$ cat config.mk
export PLATFORM = sky130hd
export DESIGN_NAME = mem_access_stage
export DESIGN_NICKNAME = d
export VERILOG_FILES = /design/src/rtl/mips_mem_pkg.sv /design/src/rtl/mem_load_align.sv /design/src/rtl/mem_access_stage.sv
export SDC_FILE = /design/constraint.sdc
export NUM_CORES = 1
export LEC_CHECK = 0
export ABC_AREA = 1
export ABC_CLOCK_PERIOD_IN_PS = 2140
export BUFFER_PORTS_ARGS = -buffer_cell sky130_fd_sc_hd__buf_4
export CAP_MARGIN = 20
export CORE_ASPECT_RATIO = 1.2
export CORE_MARGIN = 2
export CORE_UTILIZATION = 50
export DETAILED_ROUTE_END_ITERATION = 8
export PLACE_DENSITY = 0.81
export SLEW_MARGIN = 20
export SYNTH_ARGS = -nofsm -noshare
export SYNTH_HDL_FRONTEND = slang
export SYNTH_SLANG_ARGS = --single-unit
$ cat constraint.sdc
create_clock -name clk -period 2.14 [get_ports clk]
set_clock_uncertainty 0.15 [all_clocks]
set_input_delay 0.107 -clock clk [delete_from_list [all_inputs] [get_ports clk]]
set_output_delay 0.107 -clock clk [all_outputs]
set_load 0.005 [all_outputs]
$ cat src/rtl/mips_mem_pkg.sv
// Shared encodings and byte-lane helpers for the MEM-stage load/store path.
// Imported by the stage top and the load aligner.
package mips_mem_pkg;

    localparam logic [2:0] MOP_B  = 3'b000;
    localparam logic [2:0] MOP_H  = 3'b001;
    localparam logic [2:0] MOP_W  = 3'b010;
    localparam logic [2:0] MOP_BU = 3'b100;
    localparam logic [2:0] MOP_HU = 3'b101;

    typedef enum logic [1:0] {
        IDLE = 2'd0,
        BUSY = 2'd1,
        DONE = 2'd2
    } state_t;

    // op[1:0] carries the size; op[2] only selects zero extension.
    function automatic logic is_aligned(
        input logic [2:0] op,
        input logic [1:0] a
    );
        logic ok;
        ok = (a == 2'b00);
        if (op[1:0] == 2'b00)
            ok = 1'b1;
        else if (op[1:0] == 2'b01)
            ok = ~a[0];
        return ok;
    endfunction

    function automatic logic [3:0] lane_be(
        input logic       store,
        input logic [2:0] op,
        input logic [1:0] a
    );
        logic [3:0] be;
        be = 4'b1111;
        if (store && op[1:0] == 2'b00)
            be = 4'b0001 << a;
        else if (store && op[1:0] == 2'b01)
            be = a[1] ? 4'b1100 : 4'b0011;
        return be;
    endfunction

    function automatic logic [31:0] lane_wdata(
        input logic [2:0]  op,
        input logic [31:0] d
    );
        logic [31:0] w;
        w = d;
        if (op[1:0] == 2'b00)
            w = {4{d[7:0]}};
        else if (op[1:0] == 2'b01)
            w = {2{d[15:0]}};
        return w;
    endfunction

endpackage

$ cat src/rtl/mem_load_align.sv
// Selects the addressed byte/halfword of a read word and extends it.
// Purely combinational so a cache can reuse it.
module mem_load_align
    import mips_mem_pkg::*;
(
    input  logic [31:0] word,
    input  logic [1:0]  addr_lo,
    input  logic [2:0]  op,
    output logic [31:0] data
);

    logic [7:0]  b;
    logic [15:0] h;

    always_comb begin
        b    = word[{addr_lo, 3'b000} +: 8];
        h    = addr_lo[1] ? word[31:16] : word[15:0];
        data = word;
        unique case (1'b1)
            (op == MOP_B):  data = {{24{b[7]}}, b};
            (op == MOP_BU): data = {24'd0, b};
            (op == MOP_H):  data = {{16{h[15]}}, h};
            (op == MOP_HU): data = {16'd0, h};
            default:        data = word;
        endcase
    end

endmodule

$ cat src/rtl/mem_access_stage.sv
// MEM-stage load/store unit: req/ack data bus master with lane steering,
// load extension, timeout abort and pipeline stall generation.
module mem_access_stage
    import mips_mem_pkg::*;
#(
    parameter int TIMEOUT_CYCLES = 255,
    parameter int CNT_W          = 8
) (
    input  logic        clk,
    input  logic        rst_n,
    input  logic        MEM_MemRead,
    input  logic        MEM_MemWrite,
    input  logic [2:0]  MEM_MemOp,
    input  logic [31:0] MEM_ALU_res,
    input  logic [31:0] MEM_wdata,
    output logic [31:0] MEM_rdata,
    output logic        MEM_stall,
    output logic        MEM_adel,
    output logic        MEM_ades,
    output logic        MEM_buserr,
    output logic        dmem_req,
    output logic        dmem_we,
    output logic [31:0] dmem_addr,
    output logic [3:0]  dmem_be,
    output logic [31:0] dmem_wdata,
    input  logic [31:0] dmem_rdata,
    input  logic        dmem_ack
);

    localparam logic [CNT_W-1:0] TO = CNT_W'(TIMEOUT_CYCLES);

    state_t           state;
    state_t           state_nx;
    logic             access;
    logic             aligned;
    logic             expired;
    logic [CNT_W-1:0] cnt;
    logic [2:0]       op_q;
    logic [1:0]       off_q;
    logic [31:0]      rdata_q;
    logic [31:0]      ld_data;
    logic             buserr_q;

    assign access     = MEM_MemRead | MEM_MemWrite;
    assign aligned    = is_aligned(MEM_MemOp, MEM_ALU_res[1:0]);
    assign expired    = (cnt == TO);
    assign MEM_rdata  = rdata_q;
    assign MEM_buserr = buserr_q;

    // Extraction uses the offset latched with the request.
    mem_load_align u_align (
        .word    (dmem_rdata),
        .addr_lo (off_q),
        .op      (op_q),
        .data    (ld_data)
    );

    always_ff @(posedge clk or negedge rst_n) begin
        if (!rst_n)
            state <= IDLE;
        else
            state <= state_nx;
    end

    always_comb begin
        state_nx = state;
        unique case (state)
            IDLE: if (access && aligned) state_nx = BUSY;
            BUSY: if (dmem_ack || expired) state_nx = DONE;
            DONE: state_nx = IDLE;
            default: state_nx = IDLE;
        endcase
    end

    always_comb begin
        MEM_stall = 1'b0;
        MEM_adel  = 1'b0;
        MEM_ades  = 1'b0;
        unique case (state)
            IDLE: begin
                MEM_stall = access & aligned;
                MEM_adel  = MEM_MemRead & ~aligned;
                MEM_ades  = MEM_MemWrite & ~aligned;
            end
            BUSY:    MEM_stall = 1'b1;
            default: MEM_stall = 1'b0;
        endcase
    end

    always_ff @(posedge clk or negedge rst_n) begin
        if (!rst_n) begin
            dmem_req   <= 1'b0;
            dmem_we    <= 1'b0;
            dmem_addr  <= 32'd0;
            dmem_be    <= 4'd0;
            dmem_wdata <= 32'd0;
            rdata_q    <= 32'd0;
            cnt        <= '0;
            op_q       <= 3'd0;
            off_q      <= 2'd0;
            buserr_q   <= 1'b0;
        end else begin
            buserr_q <= 1'b0;
            unique case (state)
                IDLE: begin
                    if (access && aligned) begin
                        dmem_req   <= 1'b1;
                        dmem_we    <= MEM_MemWrite;
                        dmem_addr  <= {MEM_ALU_res[31:2], 2'b00};
                        dmem_be    <= lane_be(MEM_MemWrite, MEM_MemOp,
                                              MEM_ALU_res[1:0]);
                        dmem_wdata <= MEM_MemWrite ?
                                      lane_wdata(MEM_MemOp, MEM_wdata) :
                                      32'd0;
                        cnt        <= '0;
                        op_q       <= MEM_MemOp;
                        off_q      <= MEM_ALU_res[1:0];
                    end else if (access) begin
                        rdata_q <= 32'd0;
                    end
                end
                BUSY: begin
                    if (dmem_ack) begin
                        dmem_req <= 1'b0;
                        dmem_we  <= 1'b0;
                        if (!dmem_we)
                            rdata_q <= ld_data;
                    end else if (expired) begin
                        dmem_req <= 1'b0;
                        dmem_we  <= 1'b0;
                        rdata_q  <= 32'd0;
                        buserr_q <= 1'b1;
                    end else begin
                        cnt <= cnt + 1'b1;
                    end
                end
                default: ;
            endcase
        end
    end

endmodule

==> impl_metrics.env <==
export IMPL_synth_area_leaders="dfrtp_1 51%, nand2_1 19%, o21ai_0 5.7%, nand3_1 4.7%, nor2_1 3.7%"
export IMPL_num_rows=42
export IMPL_seq_area_um2=2900
export IMPL_place_hpwl_um=11800
export IMPL_clk_insertion_delay_late_ps=410
export IMPL_slew_headroom=0.556
export IMPL_yosysTopAreaCellShare=0.510
export IMPL_tightest_slew_ps=664
export IMPL_clock_path_buffers=2
export IMPL_die_w_um=101
export IMPL_cts_sinks=116
export IMPL_fin_crit_ps=2030
export IMPL_grt_pass1_wl_um=31600
export IMPL_cts_setup_buffers=0
export IMPL_drt_iter0_markers=539
export IMPL_powerDensity_nw_per_um2=1100
export IMPL_syn2layout_area_growth_pct=57.6
export IMPL_totalWireLength_um=20400
export IMPL_multi_input_area_um2=2390
export IMPL_antenna_left=0
export IMPL_p_leak_nw=4.78
export IMPL_finalNonFillerCells=1219
export IMPL_drive_gt1_frac=0.253
export IMPL_numCtsBuffers=17
export IMPL_crit_required_ps=2290
export IMPL_crit_buf_inv=4
export IMPL_cts_tree="done"
export IMPL_syn_area_um2=5690
export IMPL_r2r_start="op_q[1]"
export IMPL_r2r_end="MEM_rdata[6]"
export IMPL_cp_end_kind="register"
export IMPL_nFillCells=701
export IMPL_dieArea_um2=12300
export IMPL_setup_tns_ps=0
export IMPL_synthTopCellsByCount="287 x nand2_1, 116 x dfrtp_1, 65 x o21ai_0, 56 x nor2_1, 54 x nand3_1"
export IMPL_start_kind="register"
export IMPL_clock_fmax_mhz=492
export IMPL_fin_hold_ws_ps=8.31
export IMPL_critPathMostFrequentCell="nand2_1"
export IMPL_cp_cell_sequence="inv_1 -> buf_6 -> nand2_1 -> inv_1 -> nand2_1 -> nand2_1 -> nor2_1 -> dlygate4sd3_1 -> nand2_1 -> nand2_1"
export IMPL_antenna_cells=0
export IMPL_nNetsFinal=1157
export IMPL_dr_pass1_iters=5
export IMPL_hold_viol_final=0
export IMPL_place_inst=1083
export IMPL_grt_max_degree=46
export IMPL_synth_main_ff_cell="dfrtp_1"
export IMPL_setup_violations_final=0
export IMPL_route_detailed_drc=0
export IMPL_clkTransAtPathRegs_ps=60
export IMPL_critPathKind="register to register"
export IMPL_initial_core_util=0.513
export IMPL_vias=6475
export IMPL_place_area_um2=7350
export IMPL_wl_per_cell_um=16.7
export IMPL_slew_violations=0
export IMPL_core_um2=11100
export IMPL_pin_count=210
export IMPL_synth_top_area_cell="dfrtp_1"
export IMPL_track_usage=0.336
export IMPL_finalCritPeriodShare=0.951
export IMPL_io_buffers=207
export IMPL_drv_cap=0
export IMPL_yosysUniqueCellTypes=29
export IMPL_die_h_um=121
export IMPL_ir_worst_vdd_mv=0.713
export IMPL_path_max_fanout=16
export IMPL_synth_seq_cells=116
export IMPL_critPathTopFamily="buffers and inverters"
export IMPL_cp_slowest_cell="dlygate4sd3_1"
export IMPL_stdcell_area_um2=8970
export IMPL_cpPeakStageDelay_ps=550
export IMPL_gp_congestion=0.889
export IMPL_htree_levels=4
export IMPL_dp_slack_ps=54.2
export IMPL_setup_slack_ps=105
export IMPL_clockRootBuffer="clkbuf_16"
export IMPL_ys_warn_count=0
export IMPL_reg2reg_slack_ps=110
export IMPL_grt_pass1_vias=6426
export IMPL_antenna_found_initial=0
export IMPL_syn_inst=748
export IMPL_synth_seq_area_share=0.510
export IMPL_vias_per_cell=5.31
export IMPL_synth_edf_count=0
export IMPL_hold_path_class="input port to async pin"
export IMPL_syn_area_per_cell_um2=7.61
export IMPL_yosysMostFrequentCell="nand2_1"
export IMPL_rr_worst_depth=10
export IMPL_synthArstFlopShare=1.00
export IMPL_outcome="completed"
export IMPL_grt_overflow=0
export IMPL_critPathArrivalTime_ps=2180
sequential cells by signal, indices dropped and copies added, names as in the netlist, 2 cells and up:
register and count:
MEM_rdata 32, dmem_wdata 32, dmem_addr 30, cnt 8, dmem_be 4, op_q 3
off_q 2, state 2
kinds of logic after synthesis:
family,after synthesis,synth area share
adders and majority gates,1,0.00220
DFF,116,0.510
AOI/OAI and AO/OA,122,0.113
buffers and inverters,91,0.0725
and+or+nand+nor,417,0.302
other,1,0.000659
worst max path at each step:
stage | slack (ps) | cells after the start | end | startpoint
floorplan | 420 | 11 | MEM_rdata[11] | cnt[0]
global placement | 140 | 10 | MEM_rdata[20] | cnt[0]
detailed placement | 50 | 10 | MEM_rdata[29] | cnt[0]
CTS | 10 | 10 | MEM_rdata[23] | cnt[0]
global route | -10 | 10 | MEM_rdata[7] | cnt[0]
finish | 110 | 10 | MEM_rdata[6] | op_q[1]
timing repair:
item,CTS,global route
gates resized for setup,0,6
setup endpoints to repair,0,32
hold buffers,104,0
hold endpoints to repair,219,0
worst register-to-register path, stage by stage (launching register included):
cell,delay (ps)
dfrtp_1,370
inv_1,160
buf_6,190
nand2_1,80
inv_1,130
nand2_1,80
nand2_1,70
nor2_1,30
dlygate4sd3_1,550
nand2_1,60
nand2_1,50
routing by layer:
| layer | global-route usage | wire, um | up-vias |
|---|---|---|---|
| met3 | 0.0887 | 1690 | 68 |
| li1 | - | - | 3007 |
| met1 | 0.392 | 7470 | 3031 |
| met2 | 0.585 | 10400 | 369 |
| met4 | 0.133 | 773 | 0 |
| met5 | 0 | 0 | - |
placed cells by master (no fill, tap or decap), types with 4 or more instances in the layout:
cell type	synthesis	final
buf_4	7	218
nand2_1	287	287
clkinv_4	0	4
inv_1	45	45
clkinvlp_4	0	4
nand4_1	7	7
o21ai_0	65	65
o211ai_1	4	4
clkbuf_16	0	17
nand2_2	5	5
a21oi_1	34	34
dfrtp_1	116	116
nand3_1	54	54
nor2_1	56	53
dlygate4sd3_1	0	104
o21ai_1	10	10
where the power goes:
part | total [mW] | switching [mW] | internal (mW)
combinational | 3.74 | 2.02 | 1.72
clock | 2.69 | 1.03 | 1.66
sequential | 3.43 | 0.523 | 2.91
metrics by stage:
step	utilization	power (mW)
floorplan	-	5.14
global placement	0.663	6.80
detailed placement	0.663	6.86
CTS	0.808	9.74
global route	0.809	10.4
finish	0.809	9.87
cell type report:
class / instances / area share
clock buffer: 21 / 0.0513
clock inverter: 11 / 0.0117
sequential: 116 / 0.324
multi-input combinational: 542 / 0.266
timing repair buffer: 325 / 0.304
tap: 154 / 0.0215
inverter: 50 / 0.0213
Power figures use the tool's default switching activity.
